### src/rtl/cve2_obi_arbiter.sv
// cve2_obi_arbiter: merges the instruction and data OBI ports onto one shared
// memory port. Responses are steered back through an in-order owner-ID FIFO.
// Build option: define CVE2_ARB_ROUND_ROBIN_EN for round-robin arbitration on
// simultaneous requests; otherwise the data port has fixed priority.
module cve2_obi_arbiter #(
   parameter int unsigned MaxOutstanding = 2
) (
   input  logic        clk_i,
   input  logic        rst_ni,

   input  logic        instr_req_i,
   input  logic [31:0] instr_addr_i,
   output logic        instr_gnt_o,
   output logic        instr_rvalid_o,
   output logic [31:0] instr_rdata_o,
   output logic        instr_err_o,

   input  logic        data_req_i,
   input  logic        data_we_i,
   input  logic [3:0]  data_be_i,
   input  logic [31:0] data_addr_i,
   input  logic [31:0] data_wdata_i,
   output logic        data_gnt_o,
   output logic        data_rvalid_o,
   output logic [31:0] data_rdata_o,
   output logic        data_err_o,

   output logic        bus_req_o,
   output logic        bus_we_o,
   output logic [3:0]  bus_be_o,
   output logic [31:0] bus_addr_o,
   output logic [31:0] bus_wdata_o,
   input  logic        bus_gnt_i,
   input  logic        bus_rvalid_i,
   input  logic [31:0] bus_rdata_i,
   input  logic        bus_err_i,

   output logic        busy_o
);

   localparam logic [2:0] MaxCnt = 3'(MaxOutstanding);

   logic [2:0]                cnt_q, cnt_d, wr_idx;
   logic [MaxOutstanding-1:0] ids_q, ids_d;
   logic                      locked_q, sel_q;
   logic                      sel_data, data_wins, req_sel;
   logic                      full, nonempty, push, pop, head_data;

`ifdef CVE2_ARB_ROUND_ROBIN_EN
   logic last_data_q;

   assign data_wins = ~last_data_q;

   // Remember which port won the most recent handshake; reset means "instruction last".
   always_ff @(posedge clk_i or negedge rst_ni) begin
      if (!rst_ni)   last_data_q <= 1'b0;
      else if (push) last_data_q <= sel_data;
   end
`else
   assign data_wins = 1'b1;
`endif

   // Port select: a stalled request keeps its owner, otherwise arbitrate.
   always_comb begin
      sel_data = 1'b0;
      if (locked_q)                       sel_data = sel_q;
      else if (data_req_i && instr_req_i) sel_data = data_wins;
      else                                sel_data = data_req_i;
   end

   assign full      = (cnt_q == MaxCnt);
   assign nonempty  = (cnt_q != 3'd0);
   assign req_sel   = sel_data ? data_req_i : instr_req_i;
   // rst_ni gates the request so every output is quiet while reset is held.
   assign bus_req_o = rst_ni & ~full & req_sel;
   assign push      = bus_req_o & bus_gnt_i;
   assign pop       = bus_rvalid_i & nonempty;

   assign instr_gnt_o = push & ~sel_data;
   assign data_gnt_o  = push & sel_data;

   // Drive the selected payload; everything is zero when nothing is requested.
   always_comb begin
      bus_we_o    = 1'b0;
      bus_be_o    = 4'b0000;
      bus_addr_o  = 32'h0;
      bus_wdata_o = 32'h0;
      if (bus_req_o) begin
         if (sel_data) begin
            bus_we_o    = data_we_i;
            bus_be_o    = data_be_i;
            bus_addr_o  = data_addr_i;
            bus_wdata_o = data_wdata_i;
         end else begin
            bus_be_o    = 4'b1111;
            bus_addr_o  = instr_addr_i;
         end
      end
   end

   // Owner-ID shift FIFO: head at bit 0, new entries land just past the survivors.
   always_comb begin
      ids_d  = pop ? (ids_q >> 1) : ids_q;
      wr_idx = cnt_q - {2'b00, pop};
      for (int i = 0; i < int'(MaxOutstanding); i++) begin
         if (push && (wr_idx == 3'(i))) ids_d[i] = sel_data;
      end
      cnt_d = cnt_q + {2'b00, push} - {2'b00, pop};
   end

   // FIFO, count and request lock registers.
   always_ff @(posedge clk_i or negedge rst_ni) begin
      if (!rst_ni) begin
         cnt_q    <= 3'd0;
         ids_q    <= '0;
         locked_q <= 1'b0;
         sel_q    <= 1'b0;
      end else begin
         cnt_q    <= cnt_d;
         ids_q    <= ids_d;
         locked_q <= bus_req_o & ~bus_gnt_i;
         sel_q    <= sel_data;
      end
   end

   assign head_data = ids_q[0];

   // Steer the response to the FIFO head owner; a response with nothing outstanding goes nowhere.
   always_comb begin
      instr_rvalid_o = 1'b0;
      instr_rdata_o  = 32'h0;
      instr_err_o    = 1'b0;
      data_rvalid_o  = 1'b0;
      data_rdata_o   = 32'h0;
      data_err_o     = 1'b0;
      if (nonempty) begin
         if (head_data) begin
            data_rvalid_o  = bus_rvalid_i;
            data_rdata_o   = bus_rdata_i;
            data_err_o     = bus_err_i;
         end else begin
            instr_rvalid_o = bus_rvalid_i;
            instr_rdata_o  = bus_rdata_i;
            instr_err_o    = bus_err_i;
         end
      end
   end

   assign busy_o = nonempty;

   // A response with no outstanding transaction is a bus protocol violation.
   illegal_rsp_a: assert property (@(posedge clk_i) disable iff (!rst_ni)
                                   !(bus_rvalid_i && !nonempty))
      else $warning("cve2_obi_arbiter: response with nothing outstanding was dropped");

endmodule

### config.mk
export PLATFORM = sky130hd
export DESIGN_NAME = cve2_obi_arbiter
export DESIGN_NICKNAME = d
export VERILOG_FILES = /design/src/rtl/cve2_obi_arbiter.sv
export SDC_FILE = /design/constraint.sdc
export NUM_CORES = 1
export LEC_CHECK = 0
export CORE_AREA = 3 3 109 111
export CTS_BUF_LIST = sky130_fd_sc_hd__clkbuf_8 sky130_fd_sc_hd__clkbuf_16
export DETAILED_ROUTE_END_ITERATION = 6
export DIE_AREA = 0 0 112 114
export PLACE_DENSITY_LB_ADDON = 0.2
export SYNTH_ARGS = -nofsm -noshare
export SYNTH_HDL_FRONTEND = slang
export SYNTH_SLANG_ARGS = --single-unit
### constraint.sdc
create_clock -name clk_i -period 3 [get_ports clk_i]
set_input_delay 0.6 -clock clk_i [delete_from_list [all_inputs] [get_ports clk_i]]
set_output_delay 0.6 -clock clk_i [all_outputs]
set_load 0.02 [all_outputs]
## Word level (Yosys, flattened, before mapping)

Index checks and enable logic that the tools add are counted.

- Logic and storage cells: 53
- Output and inout bits: 141
- Memories: 0
- Bits in latches: 0
- ROM bits: 0
- Input bits: 140
- Flip-flop bits (word level): 7
- RAM bits: 0

- Add/sub/neg operators: 3
- Equality and inequality tests: 2
- Muxes and demuxes: 26
- Multipliers: 0
- Reductions and logical operators: 7
- Magnitude comparators: 0
- Bitwise operators: 10
- Div/mod/pow operators: 0
- Shift operators: 0

Operators by type and width:

| operator | number |
|---|---|
| 2-to-1 mux 32 bit | 8 |
| 2-to-1 mux 1 bit | 15 |
| 2-to-1 mux 4 bit | 2 |
| AND 1 bit | 7 |
| subtractor 3 x 1 -> 3 bit | 2 |
| nonzero test 2 bit | 2 |
| adder 3 x 1 -> 3 bit | 1 |
| equality test 3 x 1 -> 1 bit, second input constant | 1 |
| equality test 3 x 2 -> 1 bit, second input constant | 1 |
| logical AND 1 bit | 3 |
| zero test 3 bit | 1 |
| NOT 1 bit | 3 |
| nonzero test 3 bit | 1 |
| 2-to-1 mux 2 bit | 1 |

## Logic depth before layout (Yosys ltp)

Gate-level depths: netlist (run 1).

- Depth in word-level cells: 8
- Mapped depth: 12
- Mapped depth without buffers: 11

## Worst setup path after synthesis (run 1)

No wires, ideal clock.

- Path kind: input port to flip-flop
- From: input data_req_i
- To: register cnt_q[2]
- Data required time: 2.876 ns
- Library setup time: 0.124 ns
- Cell stages on the path: 11
- Setup slack: 0.320 ns
- Arrival: 2.556 ns
- Path buffers: 1
- Cells stage by stage: a21oi_1 or3_4 buf_6 inv_1 nand2_1 ha_1 inv_1 ha_1 fa_1 xnor2_1 xnor2_1

- Word-level cells in the longest chain between the ends: 8

RTL lines:

| what | RTL line | source |
|---|---|---|
| start, declared | 18 | `input logic data_req_i,` |
| logical AND 1 bit | 67 | `else if (data_req_i && instr_req_i) sel_data = data_wins;` |
| 2-to-1 mux 1 bit | 67 |  |
| 2-to-1 mux 1 bit | 66 | `if (locked_q) sel_data = sel_q;` |
| 2-to-1 mux 1 bit * | 73 | `assign req_sel = sel_data ? data_req_i : instr_req_i;` |
| AND 1 bit * | 75 | `assign bus_req_o = rst_ni & ~full & req_sel;` |
| named net bus_req_o | 28 | `output logic bus_req_o,` |
| AND 1 bit * | 76 | `assign push = bus_req_o & bus_gnt_i;` |
| adder 3 x 1 -> 3 bit * | 108 | `cnt_d = cnt_q + {2'b00, push} - {2'b00, pop};` |
| subtractor 3 x 1 -> 3 bit * | 108 |  |
| named net cnt_d[2] | 43 | `logic [2:0] cnt_q, cnt_d, wr_idx;` |
| end signal, assigned | 119 | `cnt_q <= cnt_d;` |
| end, declared | 43 |  |

Mark *: on every way through the listed nets, which the timed path passes. The rest lies on a longest branch.
A chain may end at the register's enable or synchronous reset.

## Final worst setup path (run 1)

- From: input instr_req_i
- To: register cnt_q[2]

- Word-level cells in the longest chain between the ends: 8

RTL lines:

| what | RTL line | source |
|---|---|---|
| start, declared | 11 | `input logic instr_req_i,` |
| logical AND 1 bit | 67 |  |
| 2-to-1 mux 1 bit | 67 |  |
| 2-to-1 mux 1 bit | 66 |  |
| 2-to-1 mux 1 bit * | 73 |  |
| AND 1 bit * | 75 |  |
| AND 1 bit * | 76 |  |
| adder 3 x 1 -> 3 bit * | 108 |  |
| subtractor 3 x 1 -> 3 bit * | 108 |  |
| named net cnt_d[2] | 43 |  |

Marked as above.

==> results_dict.tcl, run 1 <==
set metrics [dict create \
    detail_route.iter0.violations 113 \
    wl_met1_um 3610 \
    crit_path_end "cnt_q[2]$_DFF_PN0_" \
    postCtsHoldBufs 0 \
    required_ns 3.15 \
    layout-drive-gt1-share 0.0594 \
    dr.max_layer_used "met4" \
    cp_max_fo 4 \
    cts_buffers 3 \
    tritoncts "done" \
    fin_crit_sh 0.960 \
    path_clk_slew_ns 0.04 \
    rrSetupSlack_ns 0.29 \
    reg2reg_to "cnt_q[2]$_DFF_PN0_" \
    max_freq_mhz 347 \
    grt_first_pass_wirelength_um 14700 \
    worst_setup_path_end_kind "flop" \
    die_area_mm2 0.0128 \
    setup_tns_ns 0 \
    fp.dieH_um 114 \
    grt_pass1_vias 2826 \
    drt_pass1_iterations 4 \
    ant_nets 0 \
    core_region_area_mm2 0.0109 \
    nFillCells 1142 \
    final_area_mm2 0.00468 \
    period_minus_slack_ns 2.88 \
    fin_nets 702 \
    synthCells 280 \
    setup-violations-final 0 \
    diodes 0 \
    initial_core_util 0.155 \
    synth_top_cell_area_share 0.249 \
    synth_most_common_cell "nand2_1" \
    cp-startpoint "instr_req_i" \
    grt_usage 0.141 \
    status "completed" \
    hold_viol 0 \
    insertion_delay_ns 0.23 \
    p_leak_uw 0.00230 \
    r2r_cells 12 \
    finalMaxSlewViolations 0 \
    drc 0 \
    cts-root-buf "clkbuf_8" \
    finalPower_uw 2260 \
    io_pins 281 \
    synth.avg_cell_area_um2 6.01 \
    yosysTopAreaCell "and2_1" \
    maxCapViolCount 0 \
    power_density_mw_per_mm2 481 \
    synth_area_mm2 0.00168 \
    wirelength_um 9960 \
    critical_path.startpoint_type "primary input" \
    worstPathArrival_ns 3.03 \
    ys_seq_elements 7 \
    ys_seq_area_frac 0.104 \
    rr_startpoint "cnt_q[1]$_DFF_PN0_" \
    synthArstFlopShare 1.00 \
    rows 38 \
    crit_type "primary input to flop" \
    io_buffers 280 \
    cts_buffer_depth 2 \
    tightest_slew_ns 0.454 \
    antenna_found_initial 0 \
    synth-edff-count 0 \
    synth_flop_cell "dfrtp_1" \
    slew_headroom 0.698 \
    yosys_warnings 0 \
    viasPerCell 4.14 \
    synth.area.top_cells "and2_1 (25%), nand2_1 (15%), and3_1 (13%)" \
    hold_path_class "primary input to asynchronous set/reset pin" \
    synthTopCellsByCount "nand2_1 (69), and2_1 (67), and3_1 (35), a21oi_1 (23), clkbuf_1 (18)" \
    area_growth_pct 178 \
    wl_met2_um 5180 \
    fin_cells 696 \
    ir_worst_vdd_mv 0.223 \
    cts_sinks 7 \
    dpl.cell_count 692 \
    gp_congestion 0.931 \
    grt_start_max_net_pins 37 \
    synth_nets 425 \
    fin_skew_ns 0.000597 \
    post_dp_cell_area_mm2 0.00472 \
    wl_met3_um 958 \
    die_x_um 112 \
    overflow 0 \
    yosysUniqueCellTypes 26 \
    holdWs_ns 0.366 \
    rsz0062_at_grt "yes" \
    vias 2880 \
    wl_per_cell_um 14.3 \
    cts-htree-levels 1 \
    dp_hpwl_um 8510 \
]
cell type report:
type,instances,area [um2],share of cell area
Clock inverter,1,3.75,0.000801
Multi-Input combinational cell,240,1370,0.292
Sequential cell,7,175,0.0374
Timing Repair Buffer,296,2890,0.617
Clock buffer,3,41.3,0.00881
Inverter,9,33.8,0.00721
Tap cell,140,175,0.0374
where the power goes:
part | internal [uW] | leakage (uW) | switching, uW | total (uW)
combinational | 951 | 0.00218 | 1020 | 1970
sequential | 128 | 0.0000878 | 26.2 | 154
clock | 88.4 | 0.0000269 | 40.2 | 129
total | 1170 | 0.00230 | 1090 | 2250
worst min path at each step:
stage / endpoint / slack, ns / depth (start not counted)
5_1_grt: cnt_q[2]$_DFF_PN0_ / 0.38 / 2
3_5_place_dp: ids_q[1]$_DFFE_PN0P_ / 0.53 / 2
4_1_cts: ids_q[1]$_DFFE_PN0P_ / 0.54 / 2
2_1_floorplan: cnt_q[0]$_DFF_PN0_ / 0.30 / 0
6_report: cnt_q[2]$_DFF_PN0_ / 0.37 / 2
3_3_place_gp: ids_q[1]$_DFFE_PN0P_ / 0.51 / 2
through the flow:
step / setup WS, ns / util
finish: 0.119 / 0.430
global route: -0.0154 / 0.430
CTS: 0.00815 / 0.430
detailed placement: -0.224 / 0.434
global placement: -0.177 / 0.434
floorplan: 0.320 / -
what timing repair did:
| item | CTS | global route |
|---|---|---|
| pin swaps | 0 | 1 |
| setup buffers | 0 | 0 |
| resized for setup | 71 | 3 |
| setup endpoints to repair | 71 | 48 |
flip-flops by register name (all words and copies together) (netlist names):
| signal | count |
|---|---|
| cnt_q | 3 |
| locked_q | 1 |
| ids_q | 2 |
| sel_q | 1 |
worst max-delay path: stages:
cell             delay, ns
clkdlybuf4s50_1       0.46
a21oi_1               0.05
or3_4                 0.41
buf_4                 0.15
inv_1                 0.06
nand2_1               0.06
ha_1                  0.27
inv_1                 0.04
ha_1                  0.19
fa_1                  0.40
xnor2_1               0.20
xnor2_1               0.14
logic make-up (layout without fill, tap and decap cells):
logic type,after synthesis,after routing,synth area share
multiplexers,3,3,0.0178
flip-flops,7,7,0.104
AO/OA/AOI/OAI,34,34,0.125
adder cells (fa/ha/maj),5,5,0.0416
XOR/XNOR,3,3,0.0156
buffers and inverters,33,309,0.0854
AND/OR/NAND/NOR,195,195,0.611
layer usage:
layer / GRT usage / vias to the layer above
met1: 0.148 / 1248
li1: - / 1450
met2: 0.271 / 168
met3: 0.0408 / 14
met5: 0 / -
met4: 0.0449 / 0
placed cells by master (no fill, tap or decap), types with 4 or more instances in the layout:
master           count
buf_4               12
dfrtp_1              7
inv_1                9
nand2_1             69
nor3_1               4
nor2_1              11
ha_1                 4
clkdlybuf4s50_1    207
and3_1              35
and2_1              67
a21oi_1             23
dlygate4sd2_1       71
a21oi_2             10
buf_12               4
(Power assumes the default switching activity.)
==> inputs of run 2 (changes only) <==
--- a/config.mk
+++ b/config.mk
@@ -5,10 +5,10 @@
 export SDC_FILE = /design/constraint.sdc
 export NUM_CORES = 1
 export LEC_CHECK = 0
-export CORE_AREA = 3 3 109 111
+export CORE_AREA = 4 4 107 109
 export CTS_BUF_LIST = sky130_fd_sc_hd__clkbuf_8 sky130_fd_sc_hd__clkbuf_16
 export DETAILED_ROUTE_END_ITERATION = 6
-export DIE_AREA = 0 0 112 114
+export DIE_AREA = 0 0 111 113
 export PLACE_DENSITY_LB_ADDON = 0.2
 export SYNTH_ARGS = -nofsm -noshare
 export SYNTH_HDL_FRONTEND = slang
==> results_dict.tcl, run 2 (synthesis results as in run 1) <==
set metrics [dict create \
    io_pins 281 \
    p_leak_uw 0.00228 \
    area_growth_pct 178 \
    grt_usage 0.148 \
    cts_buffer_depth 2 \
    hold_viol 0 \
    grt_first_pass_wirelength_um 15200 \
    insertion_delay_ns 0.22 \
    ant_nets 0 \
    mostFrequentLayoutCell "clkdlybuf4s50_1" \
    tightest_slew_ns 0.472 \
    fin_cells 696 \
    cts_buffers 3 \
    detail_route.iter0.violations 153 \
    gp_congestion 0.831 \
    worst_setup_path_end_kind "output pin" \
    rsz0062_at_grt "no" \
    path_clk_slew_ns 0.04 \
    drt_pass1_iterations 4 \
    reg.largest.list "cnt_q x3, ids_q x2" \
    die_x_um 111 \
    hold_path_class "flop to flop" \
    cts_sinks 7 \
    dp_hpwl_um 8620 \
    crit_type "primary input to output pin" \
    cts-root-buf "clkbuf_8" \
    viasPerCell 4.13 \
    overflow 0 \
    initial_core_util 0.159 \
    fin_nets 702 \
    wirelength_um 10100 \
    grt_pass1_vias 2919 \
    wl_per_cell_um 14.5 \
    worstPathArrival_ns 2.27 \
    top_register "cnt_q" \
    cp_max_fo 27 \
    period_minus_slack_ns 2.87 \
    utilization 0.441 \
    slew_headroom 0.685 \
    critical_path.startpoint_type "primary input" \
    antenna_found_initial 0 \
    setup-violations-final 0 \
    max_freq_mhz 348 \
    tritoncts "done" \
    fin_crit_sh 0.957 \
    fp.dieH_um 113 \
    ir_worst_vdd_mv 0.243 \
    maxCapViolCount 0 \
    dpl.cell_count 692 \
    drc 0 \
    fin_skew_ns 0.000581 \
    finalMaxSlewViolations 0 \
    io_buffers 280 \
    power_density_mw_per_mm2 484 \
    layout-drive-gt1-share 0.0647 \
    postCtsHoldBufs 0 \
    die_area_mm2 0.0125 \
    status "completed" \
    largest_reg_flops 3 \
    diodes 0 \
    required_ns 2.40 \
    vias 2873 \
    grt_start_max_net_pins 37 \
    core_region_area_mm2 0.0106 \
    rows 38 \
    layout_common_cells "clkdlybuf4s50_1 (208), dlygate4sd2_1 (70), nand2_1 (69)" \
    cts-htree-levels 1 \
    nFillCells 1108 \
]
-- run 2: cell count changes in the layout (fill, tap and decap cells not counted), sizes merged --
cell / change
buf: +2
dlymetal6s2s: -2
dlygate4sd2: -1
clkdlybuf4s50: +1
-- run 2: layout make-up --
| type | count | area [um2] | share of cell area |
|---|---|---|---|
| Clock buffer | 3 | 41.3 | 0.00883 |
| Clock inverter | 1 | 3.75 | 0.000802 |
| Inverter | 9 | 33.8 | 0.00722 |
| Multi-Input combinational cell | 240 | 1370 | 0.293 |
| Sequential cell | 7 | 175 | 0.0374 |
| Tap cell | 140 | 175 | 0.0374 |
| Timing Repair Buffer | 296 | 2880 | 0.616 |
-- run 2: through the flow --
step	instance area, um2	hold slack (ns)	setup slack [ns]	setup TNS (ns)	total power (uW)
after detailed placement	4720	0.515	-0.240	-7.08	2240
after floorplan	1680	0.304	0.320	0	1200
after global placement	4720	0.514	-0.240	-7.21	2220
after global routing	4680	0.560	0.0274	0	2430
after CTS	4670	0.522	0.0121	0	2290
final	4680	0.520	0.130	0	2260
-- run 2: worst paths after layout --
kind	startpoint	to	slack, ns	depth (start not counted)
hold / removal	ids_q[1]$_DFFE_PN0P_	ids_q[1]$_DFFE_PN0P_	0.52	2
setup / recovery	rst_ni	bus_addr_o[0]	0.13	6
max in group asynchronous	rst_ni	cnt_q[2]$_DFF_PN0_	2.14	2
min in group asynchronous	rst_ni	ids_q[1]$_DFFE_PN0P_	0.74	2
setup reg to reg	cnt_q[1]$_DFF_PN0_	cnt_q[2]$_DFF_PN0_	0.41	12
hold reg to reg	ids_q[1]$_DFFE_PN0P_	ids_q[1]$_DFFE_PN0P_	0.52	2
-- run 2: what timing repair did --
| item | CTS | global route |
|---|---|---|
| pin swaps | 2 | 2 |
| endpoints found under the setup margin | 70 | 35 |
| cloned | 0 | 0 |
| buffers inserted | 0 | 0 |
| gates resized for setup | 70 | 2 |
-- run 2: report_power, final --
part | leakage [uW] | internal (uW) | switching [uW] | total, uW
logic | 0.00216 | 951 | 1030 | 1980
clock network | 0.0000269 | 88.2 | 37.9 | 126
registers | 0.0000878 | 128 | 26.6 | 155
total | 0.00228 | 1170 | 1100 | 2260
-- run 2: critical path, stage by stage --
cell and delay, ns:
clkdlybuf4s50_1 0.51, nand2_2 0.08, or3_4 0.37, buf_12 0.18, a21oi_1 0.16, dlygate4sd2_1 0.37
-- run 2: layer usage --
metal | part of all wire | vias up | track usage
li1 | - | 1450 | -
met1 | 0.35 | 1269 | 0.153
met2 | 0.54 | 146 | 0.288
met3 | 0.097 | 8 | 0.0487
met4 | 0.012 | 0 | 0.0345
met5 | 0 | - | 0
==> inputs of run 3 (changes only) <==
--- a/config.mk
+++ b/config.mk
@@ -10,6 +10,7 @@
 export DETAILED_ROUTE_END_ITERATION = 6
 export DIE_AREA = 0 0 111 113
 export PLACE_DENSITY_LB_ADDON = 0.2
+export SLEW_MARGIN = 10
 export SYNTH_ARGS = -nofsm -noshare
 export SYNTH_HDL_FRONTEND = slang
 export SYNTH_SLANG_ARGS = --single-unit
==> results of run 3 <==
Same layout as run 2: the final DEF is identical, and so are final timing and power.
